<file path="src/rtl/add_serial.sv">
// Bit-serial WIDTH-bit adder built from a single 1-bit full-adder cell.
// Latency: done pulses WIDTH cycles after the accepting edge; start is only taken in IDLE and is never queued.

// One-bit full-adder cell, purely combinational.
module add (
  input  logic c,
  input  logic a,
  input  logic b,
  output logic c_out,
  output logic sum
);

  assign sum   = a ^ b ^ c;
  assign c_out = (a & b) | (c & (a ^ b));

endmodule

module add_serial #(
  parameter int WIDTH = 8
) (
  input  logic             clk,
  input  logic             rst,
  input  logic             start,
  input  logic [WIDTH-1:0] a_in,
  input  logic [WIDTH-1:0] b_in,
  input  logic             c_in,
  output logic             ready,
  output logic             busy,
  output logic             done,
  output logic [WIDTH-1:0] sum_out,
  output logic             c_out
);

  localparam int CW = $clog2(WIDTH + 1);
  localparam logic [CW-1:0] LAST = CW'(WIDTH - 1);

  typedef enum logic [1:0] {
    IDLE = 2'd0,
    RUN  = 2'd1,
    DONE = 2'd2
  } state_t;

  state_t state, state_nxt;

  logic [WIDTH-1:0] a_sh, b_sh, acc, acc_nxt;
  logic             cy;
  logic [CW-1:0]    cnt;
  logic             cell_sum, cell_cout;

  add u_add (
    .c     (cy),
    .a     (a_sh[0]),
    .b     (b_sh[0]),
    .c_out (cell_cout),
    .sum   (cell_sum)
  );

  // New sum bit enters at the MSB so the LSB-first stream lands in place after WIDTH shifts.
  if (WIDTH == 1) begin : g_acc_w1
    assign acc_nxt = cell_sum;
  end else begin : g_acc_wn
    assign acc_nxt = {cell_sum, acc[WIDTH-1:1]};
  end

  always_ff @(posedge clk) begin
    if (rst) state <= IDLE;
    else     state <= state_nxt;
  end

  always_comb begin
    state_nxt = state;
    case (state)
      IDLE:    if (start) state_nxt = RUN;
      RUN:     if (cnt == LAST) state_nxt = DONE;
      DONE:    state_nxt = IDLE;
      default: state_nxt = IDLE;
    endcase
  end

  always_ff @(posedge clk) begin
    if (rst) begin
      a_sh    <= '0;
      b_sh    <= '0;
      cy      <= 1'b0;
      acc     <= '0;
      cnt     <= '0;
      sum_out <= '0;
      c_out   <= 1'b0;
    end else begin
      case (state)
        IDLE: begin
          if (start) begin
            a_sh <= a_in;
            b_sh <= b_in;
            cy   <= c_in;
            acc  <= '0;
            cnt  <= '0;
          end
        end
        RUN: begin
          acc  <= acc_nxt;
          cy   <= cell_cout;
          a_sh <= a_sh >> 1;
          b_sh <= b_sh >> 1;
          cnt  <= cnt + CW'(1);
          // Result registers move only on the final bit, so they hold across the next operation.
          if (cnt == LAST) begin
            sum_out <= acc_nxt;
            c_out   <= cell_cout;
          end
        end
        default: ;
      endcase
    end
  end

  assign ready = (state == IDLE);
  assign busy  = (state == RUN);
  assign done  = (state == DONE);

endmodule

</file>
<file path="config.mk">
export PLATFORM = sky130hd
export DESIGN_NAME = add_serial
export DESIGN_NICKNAME = d
export VERILOG_FILES = /design/src/rtl/add_serial.sv
export SDC_FILE = /design/constraint.sdc
export NUM_CORES = 1
export LEC_CHECK = 0
export CAP_MARGIN = 20
export CORE_MARGIN = 8
export CORE_UTILIZATION = 54
export DETAILED_ROUTE_END_ITERATION = 16
export PLACE_DENSITY = 0.83
export SLEW_MARGIN = 10
export SYNTH_ARGS = -nofsm -noshare
export SYNTH_HDL_FRONTEND = slang
export SYNTH_SLANG_ARGS = --single-unit
</file>
<file path="constraint.sdc">
create_clock -name clk -period 2.75 [get_ports clk]
set_input_delay 0.275 -clock clk [delete_from_list [all_inputs] [get_ports clk]]
set_output_delay 0.275 -clock clk [all_outputs]
set_load 0.01 [all_outputs]
</file>
Word level (Yosys, flattened, before mapping)
Cells that the tools add are included.
{ "word_totals": {"ff_bits": 40, "latchBits": 0, "mem_bits_rw": 0, "romBits": 0, "elab_cells": 37, "n_memories": 0} }
{ "op_classes": {"add_sub_neg": 1, "mul": 0, "n_div": 0, "order_cmp": 0, "eq_ne": 5, "shifts": 0, "mux": 13, "n_bitwise": 5, "reduce_logical": 5} }
{ "op_table": {"columns": ["operator", "n"], "rows": [
  ["8-bit case mux with 2 select lines", 3],
  ["8-bit 2-to-1 mux", 3],
  ["4-bit case mux with 2 select lines", 1],
  ["2-bit AND reduction", 3],
  ["4-bit by 1-bit adder with 4-bit output (second input constant)", 1],
  ["4-bit by 3-bit equality test with 1-bit output (second input constant)", 1],
  ["2-bit 2-to-1 mux", 2],
  ["4-bit 2-to-1 mux", 1],
  ["2-bit case mux with 2 select lines", 1],
  ["1-bit AND", 2],
  ["2-bit by 1-bit equality test with 1-bit output (second input constant)", 1],
  ["2-bit equality test (second input constant)", 1],
  ["2-bit logical NOT", 1],
  ["2-bit by 1-bit != test with 1-bit output (second input constant)", 1],
  ["2-bit != test (second input constant)", 1],
  ["1-bit case mux with 2 select lines", 1],
  ["2-bit nonzero test", 1],
  ["1-bit bitwise XOR", 2],
  ["1-bit 2-to-1 mux", 1],
  ["1-bit bitwise OR", 1]
]} }

Longest topological paths before layout
Gate-level depths: netlist of the first run.
{ "logic_depth": {"depth_word": 4, "ltp_mapped": 5} }

By module
Synthesis of the first run repeated with hierarchy kept, for this count alone.
{ "hier_totals": {"hier_cells": 173, "area_unflattened_um2": 1732.9} }
{ "modules_own_cells": {"columns": ["mod", "n_inst", "cells_per_inst", "area_each_um2", "seq_area_each_um2"], "rows": [
  ["add_serial", 1, 172, 1712.9, 780.7],
  ["add", 1, 1, 20.0, 0.0]
]} }

Least setup slack after synthesis of the first run
OpenSTA, ideal clock, no wires.
{ "synth_timing": {"path_type": "reg2reg", "startpoint": "register cnt[0]", "endpoint": "register c_out", "arrival_time_ns": 1.134, "required_time_ns": 2.678, "setup_slack_ns": 1.544, "path_stages_with_launch": 5, "synth_period_minus_slack_ns": 1.206, "cell_sequence": "dfxtp_1 > ha_1 > nand3b_1 > nor2_4 > mux2i_1"} }
{ "synth_between": {"elab_chain_cells": 2} }
{ "synth_rtl": {"columns": ["element", "line_no", "source"], "rows": [
  ["start, declared", "47", "logic [CW-1:0] cnt;"],
  ["start signal, assigned", "105", "cnt <= cnt + CW'(1);"],
  ["4-bit by 3-bit equality test with 1-bit output", "107", "if (cnt == LAST) begin"],
  ["2-bit AND reduction (no line)", null, null],
  ["end signal, assigned", "109", "c_out <= cell_cout;"],
  ["end, declared", "31", "output logic c_out"]
]} }
Every way passes these cells.
A chain may end at the register's enable or synchronous reset.

Final worst setup path of the first run
{ "layout_timing": {"startpoint": "register state[0]", "endpoint": "output busy"} }
{ "layout_between": {"elab_chain_cells": 1} }
{ "layout_rtl": {"columns": ["element", "line_no", "source"], "rows": [
  ["start, declared", "43", "state_t state, state_nxt;"],
  ["start signal, assigned", "67", "else state <= state_nxt;"],
  ["2-bit by 1-bit equality test with 1-bit output", "118", "assign busy = (state == RUN);"],
  ["end, declared", "28", "output logic busy,"]
]} }
Every way passes these cells.

==> results.ini, run 1 <==
[sta]
finClkSkew_ns = 0.00297
hold_viol = 0
hold_ws_ns = 0.483
slew_violations = 0
fmaxAchievable_mhz = 444
setup_viol_count_final = 0
slew-limit-headroom = 0.657
layout_min_cycle_time_ns = 2.25
fin_setup_tns_ns = 0
fin_crit_sh = 0.819
tightestPinTransition_ns = 0.514
rsz0062_at_grt = no

[pwr]
powerDensity_nw_per_um2 = 570
ir_drop_mv = 0.370
p_leak_nw = 0.719
finalPower_mw = 1.15

[cts]
numClockSinks = 39
clock_path_buffers = 2
clk_latency_ns = 0.34
root_buffer = clkbuf_4
cts_setup_buffers = 0
cts_made_buffers = 5
post_cts_resized = 0
cts_max_level = 2
cts.reportedPaths.clkPinSlew_ns = 0.11
hold_buffers = 0
cts_tree = done

[setup_path]
slowest_delay_ns = 0.66
cp-end-kind = output pin
path_delay_family = buffers and inverters
crit_slowest_cell = dfxtp_1
critPathMaxFanout = 16
crit_chain = nand2b_1, inv_1, clkdlybuf4s50_1
worstSetupPathType = reg -> out
start_kind = register
cp_num_buf_inv = 2
worstPathRequired_ns = 2.48
cp_data_arrival_time_ns = 1.98

[yosys]
async_flop_share = 0
synthesis.nets = 192
netlist_top_cells_area = dfxtp_1 47%, nand2b_1 8.3%, a211oi_1 6.8%
seq_area_frac_synth = 0.473
synth_top_area_frac = 0.473
yosysMostFrequentCell = dfxtp_1
synth_seq_cells = 39
synth_top_area_cell = dfxtp_1
synth_common_cells = 39 x dfxtp_1, 24 x nor2_1, 22 x nand2b_1
yosys.cell_types.count = 32
synth-edff-count = 0
yosys_warnings = 0
synth-main-ff-cell = dfxtp_1
postSynthCellCount = 170
syn_area_um2 = 1650
avgSynthCellArea_um2 = 9.71

[place]
post-dp-hpwl_mm = 2.67
port_buffers = 31
post_dp_cell_area_um2 = 1950
gp_congestion = 0.835

[route]
dr_total_vias = 1347
drtIter0Drc = 86
routed_via_density = 5.83
wire_per_inst_um = 15.9
drt_wl_total_mm = 3.68
dr.pass1.iters = 4
drcViolationCount = 0
ant_nets = 0

[flow_run]
cap_violations = 0

[global_routing]
grt_util_met1 = 0.164
grt_use_total = 0.152
grt_max_degree = 38
grt_pass1_wl_mm = 6.22
top_usage_layer = met2
grt.met2_usage = 0.257
grt_pass1_vias = 1333
antenna_found_initial = 0
grtUsageMet3 = 0.0683
overflow = 0

[finish]
drive_gt1_frac = 0.0556
n_antenna_cell = 0
nNetsFinal = 220
fill_cells = 255
fin_area_um2 = 2020
syn_to_final_growth_pct = 22.4

[die]
die_area_um2 = 5080
die_h_um = 71.3
start_util = 0.554
die_w_um = 71.3
core_region_area_um2 = 2980
rows = 20
io_pins = 32

[hold_path]
worstHoldPathType = reg -> reg

[outcome]
status = finished, final reports clean

[stage by stage]
stage,std cells,utilization,setup WS (ns)
5_1_grt,231,0.679,0.379
2_1_floorplan,170,-,1.54
4_1_cts,231,0.679,0.507
3_5_place_dp,224,0.655,0.725
6_report,231,0.679,0.499
3_3_place_gp,224,0.655,0.777
[cells by family after synthesis]
group | count (synthesis) | share of synthesized area
compound gates | 45 | 0.210
simple gates | 61 | 0.199
flops | 39 | 0.473
buf+inv | 14 | 0.0432
fa+ha+maj | 2 | 0.0197
mux | 9 | 0.0546
[placed cells by master, fill, tap and decap left out, drive strengths merged, types with 2 or more instances in the layout]
master	instances
dfxtp	39
clkdlybuf4s50	31
nor2	27
nand2b	22
a211oi	15
a22o	9
mux2i	9
o2bb2ai	7
o22ai	7
clkbuf	6
inv	3
nand3b	3
a31oi	2
nand3	2
[cell type report]
| type | instances | area [µm²] | share of cell area |
|---|---|---|---|
| Multi-Input combinational cell | 117 | 798 | 0.395 |
| Sequential cell | 39 | 781 | 0.386 |
| Timing Repair Buffer | 32 | 318 | 0.157 |
| Clock buffer | 6 | 41.3 | 0.0204 |
| Tap cell | 33 | 41.3 | 0.0204 |
| Clock inverter | 1 | 30.0 | 0.0149 |
| Inverter | 3 | 11.3 | 0.00557 |
[sequential cells by signal (all words and copies together) (netlist names)]
| name | cells |
|---|---|
| b_sh | 8 |
| cy | 1 |
| cnt | 4 |
| acc | 7 |
| state | 2 |
| a_sh | 8 |
| c_out | 1 |
| sum_out | 8 |
[report_power, final]
group / internal (mW) / switching (mW) / leakage, nW
registers: 0.598 / 0.0283 / 0.319
logic: 0.0816 / 0.0779 / 0.362
clock network: 0.187 / 0.177 / 0.0383
[metal layers]
layer  vias to the layer above  part of all wire
li1                        660                 -
met1                       640              0.43
met2                        43              0.49
met3                         4             0.073
met4                         0            0.0090
met5                         -                 0
[path summary, 6_finish.rpt]
path                           startpoint                       to  slack, ns  cells after the start
setup / recovery    state[0]$_SDFFE_PP0P_                     busy       0.50                      3
hold / removal    sum_out[6]$_SDFFE_PP0P_  sum_out[6]$_SDFFE_PP0P_       0.48                      2
setup reg to reg    state[0]$_SDFFE_PP0P_     b_sh[1]$_SDFFE_PP0P_       1.03                      3
hold reg to reg   sum_out[6]$_SDFFE_PP0P_  sum_out[6]$_SDFFE_PP0P_       0.48                      2
[worst reg2reg max path, stage by stage (launching register included)]
cell and delay, ns:
dfxtp_1 0.66, o21ba_2 0.49, nor2_2 0.17, a221o_1 0.31
(Power assumes the default switching activity.)
==> inputs of run 2 (changes only) <==
Settings changed: CORE_UTILIZATION 54 to 45, PLACE_DENSITY 0.83 to 0.74.
Clock period 2.75 ns to 1.85 ns, I/O delays scaled along.
==> results.ini, run 2 (synthesis results as in run 1) <==
[pwr]
clock_power_share = 0.418  ; was 0.317
intPower_mw = 1.56  ; was 867 µW
ir_drop_mv = 0.415  ; was 0.370 mV
finalPower_mw = 2.02  ; was 1.15 mW
powerDensity_nw_per_um2 = 941  ; was 570 nW/µm²
p_sw_frac = 0.230  ; was 0.247
combPwrFrac = 0.126  ; was 0.139
p_seq_frac = 0.455  ; was 0.544
power.switching_uw = 465  ; was 284 µW
p_leak_nw = 0.769  ; was 0.719 nW

[sta]
fin_setup_tns_ns = 0  ; unchanged
tightestPinTransition_ns = 0.509  ; was 0.514 ns
hold_viol = 0  ; unchanged
slew-limit-headroom = 0.656  ; was 0.657
rsz0062_at_grt = no  ; unchanged
setup_viol_count_final = 0  ; unchanged
fin_crit_sh = 0.928
layout_min_cycle_time_ns = 1.72
slew_violations = 0  ; unchanged
finClkSkew_ns = 0.00812  ; was 0.00297 ns
fmaxAchievable_mhz = 582

[route]
wire_per_inst_um = 14.6  ; was 15.9 µm
routed_via_density = 5.40  ; was 5.83
dr_total_vias = 1362  ; was 1,347
ant_nets = 0  ; unchanged
drtIter0Drc = 88  ; was 86
drcViolationCount = 0  ; unchanged
dr.pass1.iters = 4  ; unchanged
drt_wl_total_mm = 3.68  ; about the same

[die]
rows = 22  ; was 20
die_h_um = 76.6  ; was 71.3 µm
core_region_area_um2 = 3610  ; was 2980 µm²
start_util = 0.458  ; was 0.554
io_pins = 32  ; unchanged
die_w_um = 76.6  ; was 71.3 µm
die_area_um2 = 5860  ; was 5080 µm²

[setup_path]
cp-startpoint = state[1]$_SDFFE_PP0P_  ; was state[0]$_SDFFE_PP0P_
crit_end = busy  ; unchanged
worstSetupPathType = reg -> out  ; unchanged
start_kind = register  ; unchanged
worstPathRequired_ns = 1.66  ; was 2.48 ns
crit_chain = nand2b_4, inv_1, clkdlybuf4s50_1  ; was nand2b_1, inv_1, clkdlybuf4s50_1
slowest_delay_ns = 0.48  ; was 0.66 ns
cp-end-kind = output pin  ; unchanged
cp_data_arrival_time_ns = 1.53  ; was 1.98 ns
regToRegStartpoint = cnt[0]$_SDFFE_PP0P_  ; was state[0]$_SDFFE_PP0P_
reg2reg_depth = 4  ; was 3
critPathMaxFanout = 7  ; was 16
r2r_end = sum_out[6]$_SDFFE_PP0P_  ; was b_sh[1]$_SDFFE_PP0P_
rrSetupSlack_ns = 0.41  ; was 1.03 ns
crit_slowest_cell = clkdlybuf4s50_1  ; was dfxtp_1

[flow_run]
cap_violations = 0  ; unchanged

[finish]
syn_to_final_growth_pct = 30.3  ; was 22.4%
multiInputGateArea_um2 = 806  ; was 798 µm²
layout_common_cells = 39 x dfxtp_1, 31 x clkdlybuf4s50_1, 24 x nor2_1  ; unchanged
top_regs = a_sh x8, b_sh x8, sum_out x8  ; unchanged
drive_gt1_frac = 0.0931  ; was 0.0556
final_common_cell = dfxtp_1  ; unchanged
fill_cells = 323  ; was 255
n_antenna_cell = 0  ; unchanged
nNetsFinal = 225  ; was 220
seq_area_um2 = 781  ; unchanged

[place]
gp_congestion = 0.774  ; was 0.835
port_buffers = 31  ; unchanged
post-dp-hpwl_mm = 2.66  ; was 2.67 mm

[hold_path]
hold_start = sum_out[2]$_SDFFE_PP0P_  ; was sum_out[6]$_SDFFE_PP0P_
worstHoldPathType = reg -> reg  ; unchanged

[global_routing]
grt_pass1_vias = 1388  ; was 1,333
overflow = 0  ; unchanged
grt_use_total = 0.132  ; was 0.152
grt_pass1_wl_mm = 6.33  ; was 6.22 mm
grt_max_degree = 23  ; was 38
antenna_found_initial = 0  ; unchanged

[cts]
cts_setup_buffers = 0  ; unchanged
hold_buffers = 0  ; unchanged
cts_made_buffers = 5  ; unchanged
root_buffer = clkbuf_8  ; was clkbuf_4
cts_max_level = 2  ; unchanged
cts_tree = done  ; unchanged
clk_latency_ns = 0.30  ; was 0.34 ns
cts.reportedPaths.clkPinSlew_ns = 0.08  ; was 0.11 ns
clock_path_buffers = 2  ; unchanged
numClockSinks = 39  ; unchanged

[outcome]
status = finished, final reports clean  ; unchanged

run 2: changes by cell type in the layout (fill, tap and decap cells not counted), sizes merged:
| cell | change |
|---|---|
| clkinvlp | +1 |
| clkbuf | -1 |
| buf | +5 |
| bufinv | +1 |
run 2: power by group through the flow:
stage	Clock (mW)	Sequential (mW)	Combinational, mW
finish	0.846	0.921	0.255
CTS	0.867	0.920	0.257
global route	0.896	0.928	0.286
global placement	0	0.937	0.248
detailed placement	0	0.938	0.255
floorplan	0	0.933	0.170
run 2: routing by layer:
layer	part of all wire	GRT usage
met1	0.46	0.143
met2	0.46	0.213
met3	0.064	0.0578
met4	0.024	0.0673
met5	0	0
run 2: how the worst min path moves through the flow:
| stage | endpoint | depth (start not counted) |
|---|---|---|
| CTS | sum_out[2]$_SDFFE_PP0P_ | 2 |
| global placement | sum_out[3]$_SDFFE_PP0P_ | 2 |
| finish | sum_out[2]$_SDFFE_PP0P_ | 2 |
| detailed placement | acc[1]$_SDFFE_PP0P_ | 1 |
| global route | b_sh[7]$_SDFFE_PP0P_ | 2 |
| floorplan | a_sh[7]$_SDFFE_PP0P_ | 1 |
run 2: repair_timing:
| item | 4_1_cts | 5_1_grt |
|---|---|---|
| setup endpoints to repair | 1 | 1 |
| resized for setup | 1 | 1 |
| pin swaps | 0 | 0 |
run 2: area by class of cell:
class	count	area share
clock buffers	5	0.0320
clock inverters	3	0.0314
inverters	3	0.00524
multi-input cells	117	0.375
flip-flops and latches	39	0.363
well taps	48	0.0279
repair buffers	37	0.165
run 2: critical path, delay by kind of cell (launching register included):
family | cells | cell delay (ns)
and+or+nand+nor | 1 | 0.22
DFF | 1 | 0.47
buffers and inverters | 2 | 0.55
run 2: metrics by stage:
step,setup slack [ns],util,std cells,hold slack [ns],area [µm²]
2_1_floorplan,0.644,-,170,0.311,1650
3_5_place_dp,0.236,0.556,244,0.462,2010
5_1_grt,0.0727,0.596,252,0.502,2150
3_3_place_gp,0.303,0.556,244,0.457,2010
6_report,0.133,0.596,252,0.472,2150
4_1_cts,0.0478,0.595,252,0.481,2140
